[src/rtl/pipeline_sequencer_pkg.sv]
// Shared pipeline constants: FSM state codes, register-specifier width and
// the bundle of stage-control signals the sequencer drives.
package pipeline_sequencer_pkg;

    localparam int REG_ADDR_SZ = 5;

    typedef enum logic [2:0] {
        ST_IDLE   = 3'd0,
        ST_RUN    = 3'd1,
        ST_STEP   = 3'd2,
        ST_DRAIN  = 3'd3,
        ST_HALTED = 3'd4
    } state_e;

    typedef struct packed {
        logic pc_en;
        logic if_id_en;
        logic id_ex_en;
        logic ex_mem_en;
        logic mem_wb_en;
        logic if_id_flush;
        logic id_ex_flush;
    } stage_ctrl_t;

endpackage

[src/rtl/pipeline_sequencer_hazard_detect.sv]
// Load-use hazard detector: a load in EX whose destination feeds a source
// operand in ID. Register 0 is hardwired, so it never creates a dependency.
module hazard_detect #(
    parameter int REG_ADDR_SZ = pipeline_sequencer_pkg::REG_ADDR_SZ
) (
    input  logic                   id_ex_mem_to_reg_i,
    input  logic [REG_ADDR_SZ-1:0] id_ex_rt_i,
    input  logic [REG_ADDR_SZ-1:0] if_id_rs_i,
    input  logic [REG_ADDR_SZ-1:0] if_id_rt_i,
    output logic                   load_use_o
);

    assign load_use_o = id_ex_mem_to_reg_i
                     && (id_ex_rt_i != '0)
                     && ((id_ex_rt_i == if_id_rs_i) || (id_ex_rt_i == if_id_rt_i));

endmodule

[src/rtl/pipeline_sequencer.sv]
// Debug-controlled pipeline sequencer: free-run / single-step / halt-drain FSM
// producing stage enables, bubble flushes and an advanced-cycle counter.
module pipeline_sequencer #(
    parameter int DRAIN_CYCLES = 2,
    parameter int REG_ADDR_SZ  = pipeline_sequencer_pkg::REG_ADDR_SZ
) (
    input  logic                   i_clk,
    input  logic                   i_reset,
    input  logic                   i_run,
    input  logic                   i_step,
    input  logic                   i_ex_mem_halt,
    input  logic                   i_id_ex_mem_to_reg,
    input  logic [REG_ADDR_SZ-1:0] i_id_ex_rt,
    input  logic [REG_ADDR_SZ-1:0] i_if_id_rs,
    input  logic [REG_ADDR_SZ-1:0] i_if_id_rt,
    input  logic                   i_branch_taken,
    output logic                   o_pc_en,
    output logic                   o_if_id_en,
    output logic                   o_id_ex_en,
    output logic                   o_ex_mem_en,
    output logic                   o_mem_wb_en,
    output logic                   o_if_id_flush,
    output logic                   o_id_ex_flush,
    output logic                   o_halted,
    output logic [2:0]             o_state,
    output logic [31:0]            o_cycle_count
);

    import pipeline_sequencer_pkg::*;

    localparam int CNT_W = (DRAIN_CYCLES > 1) ? $clog2(DRAIN_CYCLES) : 1;
    localparam logic [CNT_W-1:0] DRAIN_LAST = CNT_W'(DRAIN_CYCLES - 1);

    state_e            state_q, state_d;
    logic [CNT_W-1:0]  drain_cnt_q, drain_cnt_d;
    logic [31:0]       cycle_cnt_q, cycle_cnt_d;
    stage_ctrl_t       ctrl;
    logic              advance;
    logic              halted;
    logic              load_use;

    hazard_detect #(
        .REG_ADDR_SZ (REG_ADDR_SZ)
    ) u_hazard_detect (
        .id_ex_mem_to_reg_i (i_id_ex_mem_to_reg),
        .id_ex_rt_i         (i_id_ex_rt),
        .if_id_rs_i         (i_if_id_rs),
        .if_id_rt_i         (i_if_id_rt),
        .load_use_o         (load_use)
    );

    // NOTE: state registers use non-blocking assignments and a synchronous
    // reset, so every flop in this block samples i_reset only at the clock edge.
    always_ff @(posedge i_clk) begin
        if (i_reset) begin
            state_q     <= ST_IDLE;
            drain_cnt_q <= '0;
            cycle_cnt_q <= '0;
        end else begin
            state_q     <= state_d;
            drain_cnt_q <= drain_cnt_d;
            cycle_cnt_q <= cycle_cnt_d;
        end
    end

    // NOTE: every signal written here gets a default first, so no path
    // through the case statement can leave one unassigned and infer a latch.
    always_comb begin
        state_d     = state_q;
        drain_cnt_d = drain_cnt_q;
        ctrl        = '0;
        advance     = 1'b0;
        halted      = 1'b0;

        unique case (state_q)
            ST_IDLE: begin
                if (i_ex_mem_halt) begin
                    state_d     = ST_DRAIN;
                    drain_cnt_d = '0;
                end else if (i_run) begin
                    state_d = ST_RUN;
                end else if (i_step) begin
                    state_d = ST_STEP;
                end
            end
            ST_RUN: begin
                advance = 1'b1;
                if (i_ex_mem_halt) begin
                    state_d     = ST_DRAIN;
                    drain_cnt_d = '0;
                end else if (!i_run) begin
                    state_d = ST_IDLE;
                end
            end
            ST_STEP: begin
                advance = 1'b1;
                if (i_ex_mem_halt) begin
                    state_d     = ST_DRAIN;
                    drain_cnt_d = '0;
                end else begin
                    state_d = ST_IDLE;
                end
            end
            ST_DRAIN: begin
                ctrl.mem_wb_en = 1'b1;
                if (drain_cnt_q == DRAIN_LAST) begin
                    state_d = ST_HALTED;
                end else begin
                    drain_cnt_d = drain_cnt_q + CNT_W'(1);
                end
            end
            ST_HALTED: begin
                halted = 1'b1;
            end
            default: begin
                state_d = ST_IDLE;
            end
        endcase

        // A load-use stall holds PC and IF/ID and bubbles EX; it also wins
        // over a taken-branch flush, since the branch re-resolves next cycle.
        if (advance) begin
            ctrl.pc_en       = !load_use;
            ctrl.if_id_en    = !load_use;
            ctrl.id_ex_en    = 1'b1;
            ctrl.ex_mem_en   = 1'b1;
            ctrl.mem_wb_en   = 1'b1;
            ctrl.if_id_flush = i_branch_taken && !load_use;
            ctrl.id_ex_flush = load_use;
        end

        cycle_cnt_d = (advance && ctrl.mem_wb_en) ? cycle_cnt_q + 32'd1 : cycle_cnt_q;
    end

    assign o_pc_en       = ctrl.pc_en;
    assign o_if_id_en    = ctrl.if_id_en;
    assign o_id_ex_en    = ctrl.id_ex_en;
    assign o_ex_mem_en   = ctrl.ex_mem_en;
    assign o_mem_wb_en   = ctrl.mem_wb_en;
    assign o_if_id_flush = ctrl.if_id_flush;
    assign o_id_ex_flush = ctrl.id_ex_flush;
    assign o_halted      = halted;
    assign o_state       = state_q;
    assign o_cycle_count = cycle_cnt_q;

endmodule

[config.mk]
export PLATFORM = sky130hd
export DESIGN_NAME = pipeline_sequencer
export DESIGN_NICKNAME = d
export VERILOG_FILES = /design/src/rtl/pipeline_sequencer_pkg.sv /design/src/rtl/pipeline_sequencer_hazard_detect.sv /design/src/rtl/pipeline_sequencer.sv
export SDC_FILE = /design/constraint.sdc
export NUM_CORES = 1
export LEC_CHECK = 0
export ABC_AREA = 0
export ABC_CLOCK_PERIOD_IN_PS = 6300
export BUFFER_PORTS_ARGS = -buffer_cell sky130_fd_sc_hd__buf_2
export CELL_PAD_IN_SITES_DETAIL_PLACEMENT = 0
export CELL_PAD_IN_SITES_GLOBAL_PLACEMENT = 1
export CORE_ASPECT_RATIO = 1.25
export CORE_MARGIN = 1.5
export CORE_UTILIZATION = 30
export DETAILED_ROUTE_END_ITERATION = 8
export PLACE_DENSITY = 0.64
export SETUP_SLACK_MARGIN = 0.4
export SLEW_MARGIN = 5
export SYNTH_ARGS = -nofsm -noshare
export SYNTH_HDL_FRONTEND = slang
export SYNTH_HIERARCHICAL = 1
export SYNTH_SLANG_ARGS = --single-unit
export TNS_END_PERCENT = 5
[constraint.sdc]
create_clock -name i_clk -period 6.3 [get_ports i_clk]
set_clock_uncertainty 0.2 [all_clocks]
set_input_delay 0.315 -clock i_clk [delete_from_list [all_inputs] [get_ports i_clk]]
set_output_delay 0.315 -clock i_clk [all_outputs]
set_load 0.005 [all_outputs]
==> results of run 1 <==
logic make-up (layout without fill, tap and decap cells):
logic type                 after synthesis  count (layout)  synth area share (%)
buffers and inverters                   20              76                  4.50
AOI/OAI and AO/OA                       49              49                  15.2
and+or+nand+nor                         98              98                  30.3
adders and majority gates                1               1                 0.661
DFF                                     36              36                  38.1
xor gates and xnor gates                18              18                  8.33
muxes                                    5               5                  2.91
cell type report:
type                    instances  area, sq um
clock buffers                   8         90.1
fillers                       663         3790
well taps                      85          106
multi-input cells             171         1090
inverters                       4         15.0
repair buffers                 64          320
flip-flops and latches         36          721
worst max-delay path: stages, from the launching register on:
cell and delay, ns:
dfxtp_1 0.47, xnor2_1 0.30, or4b_1 0.91, nor4_1 0.38, mux2_2 0.37
power breakdown:
group | total [W] | internal (W) | switching (W)
registers | 0.000238 | 0.000232 | 0.00000610
clock network | 0.000169 | 0.0000892 | 0.0000797
logic | 0.0000513 | 0.0000245 | 0.0000268
layout by cell type, fill, tap and decap left out:
master / instances
clkbuf_1: 2
nand2b_1: 2
xor2_1: 6
or4b_1: 1
inv_1: 4
nor3_1: 6
or4b_4: 1
o21ai_0: 7
nor3b_1: 3
nor4b_1: 1
o31ai_1: 14
nand4b_1: 1
o221ai_1: 1
a2111oi_0: 1
or4_1: 15
mux2i_1: 1
ha_1: 1
nor2_1: 18
or3_1: 6
and4_1: 4
a21oi_1: 25
nor2b_1: 4
nand3b_1: 1
and3_1: 1
mux2_2: 4
nand2_1: 11
and2_1: 3
buf_2: 64
nor4_1: 4
nand3_1: 8
o21ai_1: 1
dfxtp_1: 36
xnor2_1: 12
nand4_1: 8
clkbuf_8: 6
worst paths after layout:
| path | startpoint | endpoint | slack, ns |
|---|---|---|---|
| setup / recovery | o_state[1] | o_cycle_count[30] | 3.56 |
| setup reg to reg | o_state[1] | o_cycle_count[30] | 3.56 |
| hold reg to reg | o_cycle_count[23] | o_cycle_count[23] | 0.29 |
| hold / removal | i_ex_mem_halt | drain_cnt_q | 0.19 |
per-layer routing:
layer | up-vias | track usage [%] | routed length, um
met5 | - | 0 | 0
met4 | 0 | 4.63 | 57
met3 | 4 | 2.86 | 238
met2 | 59 | 23.8 | 2320
met1 | 860 | 17.0 | 1970
li1 | 949 | - | -
Yosys cell counts (2+ instances only):
master	n
xnor2_1	12
nor2_1	18
dfxtp_1	36
nor2b_1	4
nor3b_1	3
and2_1	3
mux2_2	4
and4_1	4
o21ai_0	7
xor2_1	6
nand3_1	8
buf_4	2
clkbuf_1	12
or4_1	15
inv_1	4
nor4_1	4
nor3_1	6
o31ai_1	14
nand2_1	11
or3_1	6
a21oi_1	25
nand4_1	8
nand2b_1	2
flip-flops by register name (all words and copies together) (netlist names):
register and count:
drain_cnt_q 1, o_state 3, o_cycle_count 32
metrics by stage:
stage	util, %	power, W
2_1_floorplan	-	0.000276
3_3_place_gp	36.7	0.000296
3_5_place_dp	36.7	0.000296
4_1_cts	38.2	0.000469
5_1_grt	38.2	0.000484
6_report	38.2	0.000458
==> out/metrics.cfg, run 1 <==
[synth]
synth_nets=250
ys_top_cells_by_area=dfxtp_1, a21oi_1, or4_1, o31ai_1, xnor2_1
synth_edf_count=0
syn_area_sq_mm=0.00189
synth.top_cell.area_share_pct=38.1
synth_largest_area_cell=dfxtp_1
yosysSeqAreaShare_pct=38.1
yosysWarnings=6
synthCells=227
ys_seq_elements=36
synth_async_sr_flop_share_pct=0
syn_area_per_cell_sq_um=8.33
ys_types=36
ys.flop_type=dfxtp_1

[power_and_ir_drop]
vdd_drop_max_mv=0.0978
p_leak_nw=0.886
powerDensity_mw_per_mm2=196

[placed_design]
gp_congestion=0.692
port_buffers=64
dp.cells=360
place_area_sq_mm=0.00225
place_hpwl_um=3280
pre_cts_ws_ns=3.57

[sta]
setup_violations=0
period_share_pct=43.5
fin_ws_ns=3.56
holdWs_ns=0.189
setup_tns_ns=0
finalHoldViolCount=0
fin_crit_ns=2.74
timing.final.max_slew_violations=0
fmax_mhz=365
rsz0062_at_grt=no
relSlewSlack_pct=42.9
worst_pin_slew_ns=0.851

[clock_tree]
path_clk_slew_ns=0.07
h-tree-depth=2
cts_made_buffers=5
cts_resized=0
cts_hold_buf=0
cts_tree=done
post_cts.repair.setup_buffers=0
clock_path_buffers=2
clock_sinks=36
clock_latency_ns=0.28
cts-root-buf=clkbuf_8

[worst_setup_path]
critPathMaxFanout=21
required_ns=6.27
cp-start-kind=flip-flop
r2r_cells=4
critical_path_class=reg -> reg
cp-end-kind=flip-flop
arrival_ns=2.71

[global_route]
grt_pass1_wl_um=7640
antenna_found_initial=0
grtUsageTotal_pct=13.9
grt_pass1_vias=1664
grt_max_degree=41
overflow=0

[floorplan]
start_util_pct=30.9
die_y_um=91.8
dieArea_sq_mm=0.00679
coreArea_sq_mm=0.00613
fp-row-count=32
die_w_um=74.0
io_pins=65

[status]
status=finished, final reports clean

[route]
wl_per_cell_um=12.5
drc_errors=0
wirelength_um=4590
via_per_inst=5.09
dr.pass1.iters=4
ant_nets=0
drt_iter0_drc=84
vias=1872

[finish]
finalNonFillerCells=368
drive_gt1_share_pct=26.5
final_nets=305
diodes=0
area_growth_syn_to_layout_pct=23.6
final_area_sq_mm=0.00234

[hold_path]
hold_depth=4
hold_class=in -> reg

[run]
cap_viol_max_count=0

Power figures use the tool's default switching activity.
==> run 2: changes to the inputs <==
--- a/config.mk
+++ b/config.mk
@@ -6,7 +6,7 @@
 export NUM_CORES = 1
 export LEC_CHECK = 0
 export ABC_AREA = 0
-export ABC_CLOCK_PERIOD_IN_PS = 6300
+export ABC_CLOCK_PERIOD_IN_PS = 2500
 export BUFFER_PORTS_ARGS = -buffer_cell sky130_fd_sc_hd__buf_2
 export CELL_PAD_IN_SITES_DETAIL_PLACEMENT = 0
 export CELL_PAD_IN_SITES_GLOBAL_PLACEMENT = 1
@@ -14,7 +14,7 @@
 export CORE_MARGIN = 1.5
 export CORE_UTILIZATION = 30
 export DETAILED_ROUTE_END_ITERATION = 8
-export PLACE_DENSITY = 0.64
+export PLACE_DENSITY = 0.67
 export SETUP_SLACK_MARGIN = 0.4
 export SLEW_MARGIN = 5
 export SYNTH_ARGS = -nofsm -noshare
==> constraint.sdc (replaced) <==
create_clock -name i_clk -period 2.5 [get_ports i_clk]
set_clock_uncertainty 0.2 [all_clocks]
set_input_delay 0.125 -clock i_clk [delete_from_list [all_inputs] [get_ports i_clk]]
set_output_delay 0.125 -clock i_clk [all_outputs]
set_load 0.005 [all_outputs]
==> out/metrics.cfg, run 2 (synthesis gave the netlist of run 1 again) <==
[global_route]
grt_pass1_vias=1915
overflow=0
grt_max_degree=30
grtUsageTotal_pct=16.2
antenna_found_initial=0
grt_pass1_wl_um=8680

[clock_tree]
clock_path_buffers=2
cts_tree=done
clock_latency_ns=0.29
h-tree-depth=2
clock_sinks=36
cts_hold_buf=0
cts-root-buf=clkbuf_8
path_clk_slew_ns=0.07
cts_made_buffers=5

[finish]
post-route-util_pct=44.5
final_common_cell=buf_2
ff_latch_area_sq_um=736
diodes=0
drive_gt1_share_pct=42.4
largest_reg_flops=32
finalNonFillerCells=396
nFillCells=642
final_cell_mix=buf_2, dfxtp_1, buf_4
area_growth_syn_to_layout_pct=44.0
final_nets=333
multi_input_area_sq_mm=0.00124

[route]
wirelength_um=5380
drt_iter0_drc=69
top_layer=met4
wl_met1_um=2230
wl_per_cell_um=13.6
dr.pass1.iters=4
drc_errors=0
wl_met2_um=2740
vias=2056
wl_met3_um=283
ant_nets=0
via_per_inst=5.19

[floorplan]
coreArea_sq_mm=0.00613
die_y_um=91.8
start_util_pct=30.9
dieArea_sq_mm=0.00679
fp-row-count=32
die_w_um=74.0
io_pins=65

[sta]
finalHoldViolCount=0
setup_tns_ns=0
timing.final.max_slew_violations=0
setup_violations=0
fmax_mhz=459
relSlewSlack_pct=63.7
period_share_pct=87.1
worst_pin_slew_ns=0.544
rsz0062_at_grt=yes
fin_crit_ns=2.18

[run]
cap_viol_max_count=0

[power_and_ir_drop]
powerDensity_mw_per_mm2=440
totalPowerFinal_w=0.00120
p_leak_nw=1.06
vdd_drop_max_mv=0.194

[worst_setup_path]
rr_startpoint=o_cycle_count[1]
setup.worst_path.start=o_cycle_count[1]
critPathMaxFanout=6
required_ns=2.52
cp-start-kind=flip-flop
rrSetupSlack_ns=0.32
r2r_cells=6
arrival_ns=2.20
cp-endpoint=o_cycle_count[28]
cp-end-kind=flip-flop
regToRegEndpoint=o_cycle_count[28]
critical_path_class=reg -> reg

[placed_design]
gp_congestion=0.766
place_hpwl_um=3420
port_buffers=64
dp.cells=369

[status]
status=finished, final reports clean

[hold_path]
hold_class=in -> reg

-- run 2: cell count changes in the layout (fill, tap and decap cells not counted), moves of 4 or more --
cell,delta
buf_4,+23
dfxtp_1,-8
dfxtp_2,+6
nor4_1,-4
o31ai_1,-6
o31ai_2,+6
or4b_4,+4
-- run 2: power by group --
group / total (W) / internal, W / switching, W
Combinational: 0.000166 / 0.0000838 / 0.0000822
Clock: 0.000430 / 0.000225 / 0.000205
Sequential: 0.000602 / 0.000588 / 0.0000141
-- run 2: timing repair --
item                       in CTS  in global routing
cloned                          3                  2
setup buffers                  12                  2
pin swaps                       6                 16
gates resized for setup        12                 25
setup endpoints to repair      19                 23
-- run 2: metal layers --
| metal | track usage (%) | vias up |
|---|---|---|
| met5 | 0 | - |
| met4 | 6.02 | 0 |
| met3 | 4.95 | 11 |
| met2 | 28.6 | 57 |
| met1 | 17.7 | 968 |
| li1 | - | 1020 |
-- run 2: layout make-up --
| cell class | instances | area share [%] |
|---|---|---|
| Multi-Input combinational cell | 174 | 45.7 |
| Sequential cell | 36 | 27.0 |
| Timing Repair Buffer | 89 | 19.6 |
| Tap cell | 85 | 3.90 |
| Clock buffer | 8 | 3.31 |
| Inverter | 4 | 0.551 |
-- run 2: worst max-delay path, cell delays in order, from the launching register on --
cell and delay [ns]:
dfxtp_4 0.37, ha_4 0.12, nand3b_1 0.09, or4b_4 0.58
buf_8 0.16, or4_1 0.46, a21oi_1 0.13
-- run 2: worst min-delay path by stage --
stage,from,to,cells past startpoint,slack (ns)
2_1_floorplan,i_ex_mem_halt,drain_cnt_q,3,0.13
3_3_place_gp,o_cycle_count[23],o_cycle_count[23],2,0.28
3_5_place_dp,o_cycle_count[23],o_cycle_count[23],2,0.29
4_1_cts,i_run,o_state[0],3,0.002
5_1_grt,i_ex_mem_halt,drain_cnt_q,4,0.02
6_report,i_run,o_state[0],3,0.005
-- run 2: metrics by stage --
| stage | hold WS [ns] | worst slack [ns] | cell area (sq um) |
|---|---|---|---|
| floorplan | 0.127 | 0.333 | 1920 |
| global placement | 0.276 | 0.227 | 2330 |
| detailed placement | 0.286 | 0.194 | 2330 |
| CTS | 0.00184 | 0.327 | 2570 |
| global route | 0.0226 | 0.248 | 2720 |
| finish | 0.00502 | 0.323 | 2720 |
